### config.mk
export PLATFORM = sky130hd
export DESIGN_NAME = pipelined_rca
export DESIGN_NICKNAME = d
export VERILOG_FILES = /design/src/rtl/pipelined_rca.sv
export SDC_FILE = /design/constraint.sdc
export NUM_CORES = 1
export LEC_CHECK = 0
export CAP_MARGIN = 20
export CORE_MARGIN = 2
export CORE_UTILIZATION = 54
export CTS_CLUSTER_SIZE = 20
export DETAILED_ROUTE_END_ITERATION = 16
export PLACE_DENSITY = 0.85
export SLEW_MARGIN = 0
export SYNTH_ARGS = -nofsm -noshare
export SYNTH_HDL_FRONTEND = slang
export SYNTH_SLANG_ARGS = --single-unit
### constraint.sdc
create_clock -name clk -period 3.25 [get_ports clk]
set_input_delay 0.4875 -clock clk [delete_from_list [all_inputs] [get_ports clk]]
set_output_delay 0.4875 -clock clk [all_outputs]
set_load 0.05 [all_outputs]
### src/rtl/pipelined_rca.sv
// rtl/pipelined_rca.sv - pipelined ripple-carry adder, one STAGE_BITS slice per stage
// Operands enter whole; each stage consumes its low slice and forwards the rest upward.
module pipelined_rca #(
  parameter int WIDTH      = 16,
  parameter int STAGE_BITS = 4
) (
  input  logic             clk,
  input  logic             rst,
  input  logic             in_valid,
  output logic             in_ready,
  input  logic [WIDTH-1:0] a,
  input  logic [WIDTH-1:0] b,
  input  logic             cin,
  output logic             out_valid,
  input  logic             out_ready,
  output logic [WIDTH-1:0] s,
  output logic             cout,
  output logic             ovf
);

  localparam int NUM_STAGES = WIDTH / STAGE_BITS;
  localparam int LAST       = NUM_STAGES - 1;

  // the whole pipeline advances in lockstep; no bubble collapsing
  logic adv;
  assign adv      = !out_valid || out_ready;
  assign in_ready = adv;

  for (genvar k = 0; k < NUM_STAGES; k++) begin : stg
    localparam int IW = WIDTH - k * STAGE_BITS;
    localparam int SW = (k + 1) * STAGE_BITS;

    logic [IW-1:0]         a_in;
    logic [IW-1:0]         b_in;
    logic                  c_in;
    logic                  v_in;
    logic [STAGE_BITS:0]   part;
    logic [SW-1:0]         sum_next;
    logic [SW-1:0]         sum_q;
    logic                  c_q;
    logic                  v_q;

    if (k == 0) begin : head
      assign a_in     = a;
      assign b_in     = b;
      assign c_in     = cin;
      assign v_in     = in_valid;
      assign sum_next = part[STAGE_BITS-1:0];
    end else begin : body
      assign a_in     = stg[k-1].fwd.a_q;
      assign b_in     = stg[k-1].fwd.b_q;
      assign c_in     = stg[k-1].c_q;
      assign v_in     = stg[k-1].v_q;
      assign sum_next = {part[STAGE_BITS-1:0], stg[k-1].sum_q};
    end

    assign part = {1'b0, a_in[STAGE_BITS-1:0]} + {1'b0, b_in[STAGE_BITS-1:0]}
                + {{STAGE_BITS{1'b0}}, c_in};

    always_ff @(posedge clk or posedge rst) begin
      if (rst) begin
        sum_q <= '0;
        c_q   <= 1'b0;
        v_q   <= 1'b0;
      end else if (adv) begin
        sum_q <= sum_next;
        c_q   <= part[STAGE_BITS];
        v_q   <= v_in;
      end
    end

    if (k < LAST) begin : fwd
      // operand bits not yet summed, skewed one stage further
      logic [IW-STAGE_BITS-1:0] a_q;
      logic [IW-STAGE_BITS-1:0] b_q;

      always_ff @(posedge clk or posedge rst) begin
        if (rst) begin
          a_q <= '0;
          b_q <= '0;
        end else if (adv) begin
          a_q <= a_in[IW-1:STAGE_BITS];
          b_q <= b_in[IW-1:STAGE_BITS];
        end
      end
    end else begin : tail
      // sum bit = a ^ b ^ carry-in, so the carry into the MSB falls out of the sum
      logic c_msb;
      logic ovf_q;

      assign c_msb = part[STAGE_BITS-1] ^ a_in[STAGE_BITS-1] ^ b_in[STAGE_BITS-1];

      always_ff @(posedge clk or posedge rst) begin
        if (rst) begin
          ovf_q <= 1'b0;
        end else if (adv) begin
          ovf_q <= c_msb ^ part[STAGE_BITS];
        end
      end
    end
  end

  assign out_valid = stg[LAST].v_q;
  assign s         = stg[LAST].sum_q;
  assign cout      = stg[LAST].c_q;
  assign ovf       = stg[LAST].tail.ovf_q;

endmodule

# Yosys cells after proc, flatten, opt, wreduce, memory -nomap -nowiden
# Cells that the tools add are included.
# op_classes
bitwise	3
addsub	8
n_reduce_logical	2
# op_table
op	n
4-bit by 4-bit adder with 5-bit output	4
5-bit by 1-bit adder with 5-bit output	4
1-bit bitwise XOR	3
1-bit logical NOT	1
1-bit logical OR	1
# totals
input_bits	37
output_inout_bits	20
reg_bits	97

# Logic depth before layout (Yosys ltp)
# depth
ltp_word	5
mapped_depth	7
mapped_depth_nobuf	6

# Worst setup path before layout
# No wires, ideal clock.
# synth_path
path_type	flip-flop to flip-flop
startpoint	reg stg[2].c_q
endpoint	reg stg[3].tail.ovf_q, in the netlist ovf
n_path_buf	0
arrival_ps	1819
setup_ps	92
setup_slack_ps	1339
period_less_slack_ps	1911
stages_incl_launch_ff	7
path_cell_list	dfrtp_1 fa_1 fa_1 nand3_1 a21oi_1 o211a_1 o31ai_2
# synth_via
elab_chain_cells	4
# synth_rtl
item	line_no	source
start, declared	40	logic c_q;
start signal, assigned	67	c_q <= part[STAGE_BITS];
5-bit by 1-bit adder with 5-bit output *	58	+ {{STAGE_BITS{1'b0}}, c_in};
1-bit bitwise XOR (2 in a row)	91	assign c_msb = part[STAGE_BITS-1] ^ a_in[STAGE_BITS-1] ^ b_in[STAGE_BITS-1];
1-bit bitwise XOR *	97	ovf_q <= c_msb ^ part[STAGE_BITS];
end signal, assigned	97	
end, declared	89	logic ovf_q;
# Mark *: on every way between the ends. The rest lies on a longest branch, timed or not.
# A chain may end at the register's enable or synchronous reset.

# Worst setup path after layout
# Ends and elaborated chain as after synthesis.

==> results_dict.tcl <==
set metrics [dict create \
    status "complete, no violations" \
    slew_headroom 0.437 \
    dp_hpwl_mm 4.92 \
    ir_worst_vdd_mv 0.376 \
    synth_top_cell_area_share 0.580 \
    cap_violations 0 \
    cts_tree "done" \
    rsz0062_at_grt "false" \
    post_cts_resize_count 0 \
    synth_cell_types 34 \
    holdBufCountCts 0 \
    yosys_most_used_dff "dfrtp_1" \
    worstPathArrival_ns 2.35 \
    endpoint_kind "register" \
    cts.sinks 97 \
    yosys.area.top_type "dfrtp_1" \
    drv_slew 0 \
    cp_cell_sequence "fa_1, fa_1, nand3_1, a21oi_1, o211a_1, o31ai_2" \
    final_antenna_net_count 0 \
    holdCritPathClass "register to register" \
    postSynth.asyncResetShare 1.00 \
    syn_nets 511 \
    powerDensity_nw_per_um2 1010 \
    netlist_instances 454 \
    nets 561 \
    ys_top_cells_by_area "dfrtp_1 58%, nand2_1 21%, fa_1 3.8%" \
    cts_buffers 9 \
    crit_type "register to register" \
    postCtsSetupBuffers 0 \
    crit_required_ns 3.52 \
    synth_area_per_cell_um2 9.21 \
    antennaDiodeCount 0 \
    grt_usage 0.190 \
    io_pins 57 \
    min_period_ns 2.08 \
    path_max_fanout 3 \
    grt_pass1_wl_mm 12.6 \
    grt_overflow 0 \
    post-route-util 0.668 \
    die_area_um2 8470 \
    cts.clk_slew.worst_paths_ns 0.09 \
    area_growth_pct 21.4 \
    core_area_um2 7610 \
    fin_crit_sh 0.639 \
    gp_congestion 0.774 \
    viasPerCell 4.90 \
    antenna_found_initial 0 \
    yosysWarnings 0 \
    post_drt_wl_per_cell_um 11.9 \
    crit_path_top_delay_cell "fa_1" \
    drive_gt1_frac 0.0530 \
    cts_max_level 3 \
    drc 0 \
    grt_pass1_vias 2921 \
    final-setup-viol-count 0 \
    start_util 0.550 \
    drt_wl_total_mm 7.29 \
    max_freq_mhz 482 \
    timing.critical_path.buf_inv 0 \
    insertion_delay_ns 0.36 \
    syn-cell-area_um2 4180 \
    drt_iter0_markers 352 \
    hold_violations 0 \
    clock_skew_ns 0.00845 \
    io_buffers 56 \
    synth_edf_count 0 \
    clockRootBuffer "clkbuf_8" \
    ys_seq_area_frac 0.580 \
    die_h_um 92.0 \
    die-width_um 92.0 \
    placed_cells 595 \
    dpl_cell_area_um2 4820 \
    synth-seq-cells 97 \
    worst_pin_slew_ns 0.844 \
    slowest_delay_ns 0.48 \
    row_count 32 \
    cpMostUsedCell "fa_1" \
    finalSetupTns_ns 0 \
    cp-start-kind "register" \
    vias 2996 \
    cts_buffer_depth 2 \
    fin_area_um2 5080 \
    drt_pre_antenna_iters 4 \
    p_leak_nw 2.59 \
    grt_max_degree 91 \
    crit_family "adder cells" \
    final_cells 611 \
]
-- kinds of logic after synthesis --
family,share of synthesized area
AOI/OAI and AO/OA,0.0580
xor gates and xnor gates,0.0105
and+or+nand+nor,0.237
DFF,0.580
buffers and inverters,0.0404
adders and majority gates,0.0742
-- synth_stat cells (2+ instances only) --
| cell type | number |
|---|---|
| nor2b_1 | 5 |
| dfrtp_1 | 97 |
| a21oi_1 | 11 |
| o21ai_0 | 15 |
| clkbuf_1 | 7 |
| xor2_1 | 4 |
| inv_1 | 15 |
| o21ai_1 | 2 |
| buf_1 | 2 |
| ha_1 | 12 |
| nor2_1 | 12 |
| buf_4 | 6 |
| buf_2 | 6 |
| nand2_1 | 232 |
| a21o_1 | 2 |
| fa_1 | 8 |
-- registers in the layout, indices dropped and copies added (netlist names) --
| register | cells |
|---|---|
| cout | 1 |
| out_valid | 1 |
| ovf | 1 |
| s | 16 |
| stg.c_q | 3 |
| stg.fwd.a_q | 24 |
| stg.fwd.b_q | 24 |
| stg.sum_q | 24 |
| stg.v_q | 3 |
-- path summary, 6_finish.rpt --
kind | from | to | slack (ns) | cells after the start
worst max-delay path | stg[2].c_q | ovf | 1.17 | 6
worst min-delay path | s[13] | s[13] | 0.47 | 2
worst max register to register | stg[2].c_q | ovf | 1.17 | 6
worst min register to register | s[13] | s[13] | 0.47 | 2
max in group asynchronous | rst | stg[2].sum_q[10] | 2.06 | 3
min in group asynchronous | rst | stg[0].sum_q[0] | 0.53 | 2
-- where the power goes --
group | switching [mW] | total (mW) | leakage (nW) | internal (mW)
Combinational | 1.32 | 2.14 | 1.29 | 0.819
Clock | 0.402 | 0.957 | 0.127 | 0.555
Sequential | 0.295 | 2.03 | 1.17 | 1.73
Total | 2.02 | 5.12 | 2.59 | 3.11
-- cell usage in the layout (no fill, tap or decap), types with 2 or more instances in the layout --
master and n:
xor2_1 4, clkbuf_8 11, clkdlybuf4s50_1 55, buf_12 2
a21oi_1 11, fa_1 8, bufinv_16 3, nor2b_1 4
inv_1 14, buf_4 3, nand2_1 232, nor2_1 12
dfrtp_1 97, a21o_1 2, o21ai_0 15, ha_1 12
o21ai_1 2
-- layout make-up --
| class | count | area [µm²] |
|---|---|---|
| Clock buffer | 12 | 155 |
| Clock inverter | 4 | 98.8 |
| Fill cell | 589 | 2530 |
| Inverter | 16 | 62.6 |
| Multi-Input combinational cell | 320 | 1590 |
| Sequential cell | 97 | 2430 |
| Tap cell | 102 | 128 |
| Timing Repair Buffer | 60 | 613 |
-- worst register-to-register path, delay by kind of cell, from the launching register on --
kind                     cells  cell delay, ns
AO/OA/AOI/OAI                3            0.52
adder cells (fa/ha/maj)      2            0.92
flip-flops                   1            0.41
AND/OR/NAND/NOR              1            0.14
-- metal layers --
layer,global-route usage,vias up,part of all wire
met5,0,-,0
met2,0.317,48,0.50
met1,0.242,1433,0.45
li1,-,1504,-
met3,0.0337,11,0.034
met4,0.0908,0,0.018
-- per-stage QoR --
stage	power, mW	hold slack (ns)	worst slack [ns]
finish	5.12	0.472	1.17
global route	5.49	0.495	1.12
CTS	5.17	0.475	1.17
detailed placement	4.20	0.454	0.931
global placement	4.08	0.442	1.03
floorplan	3.59	0.430	0.229
Power figures use the tool's default switching activity.
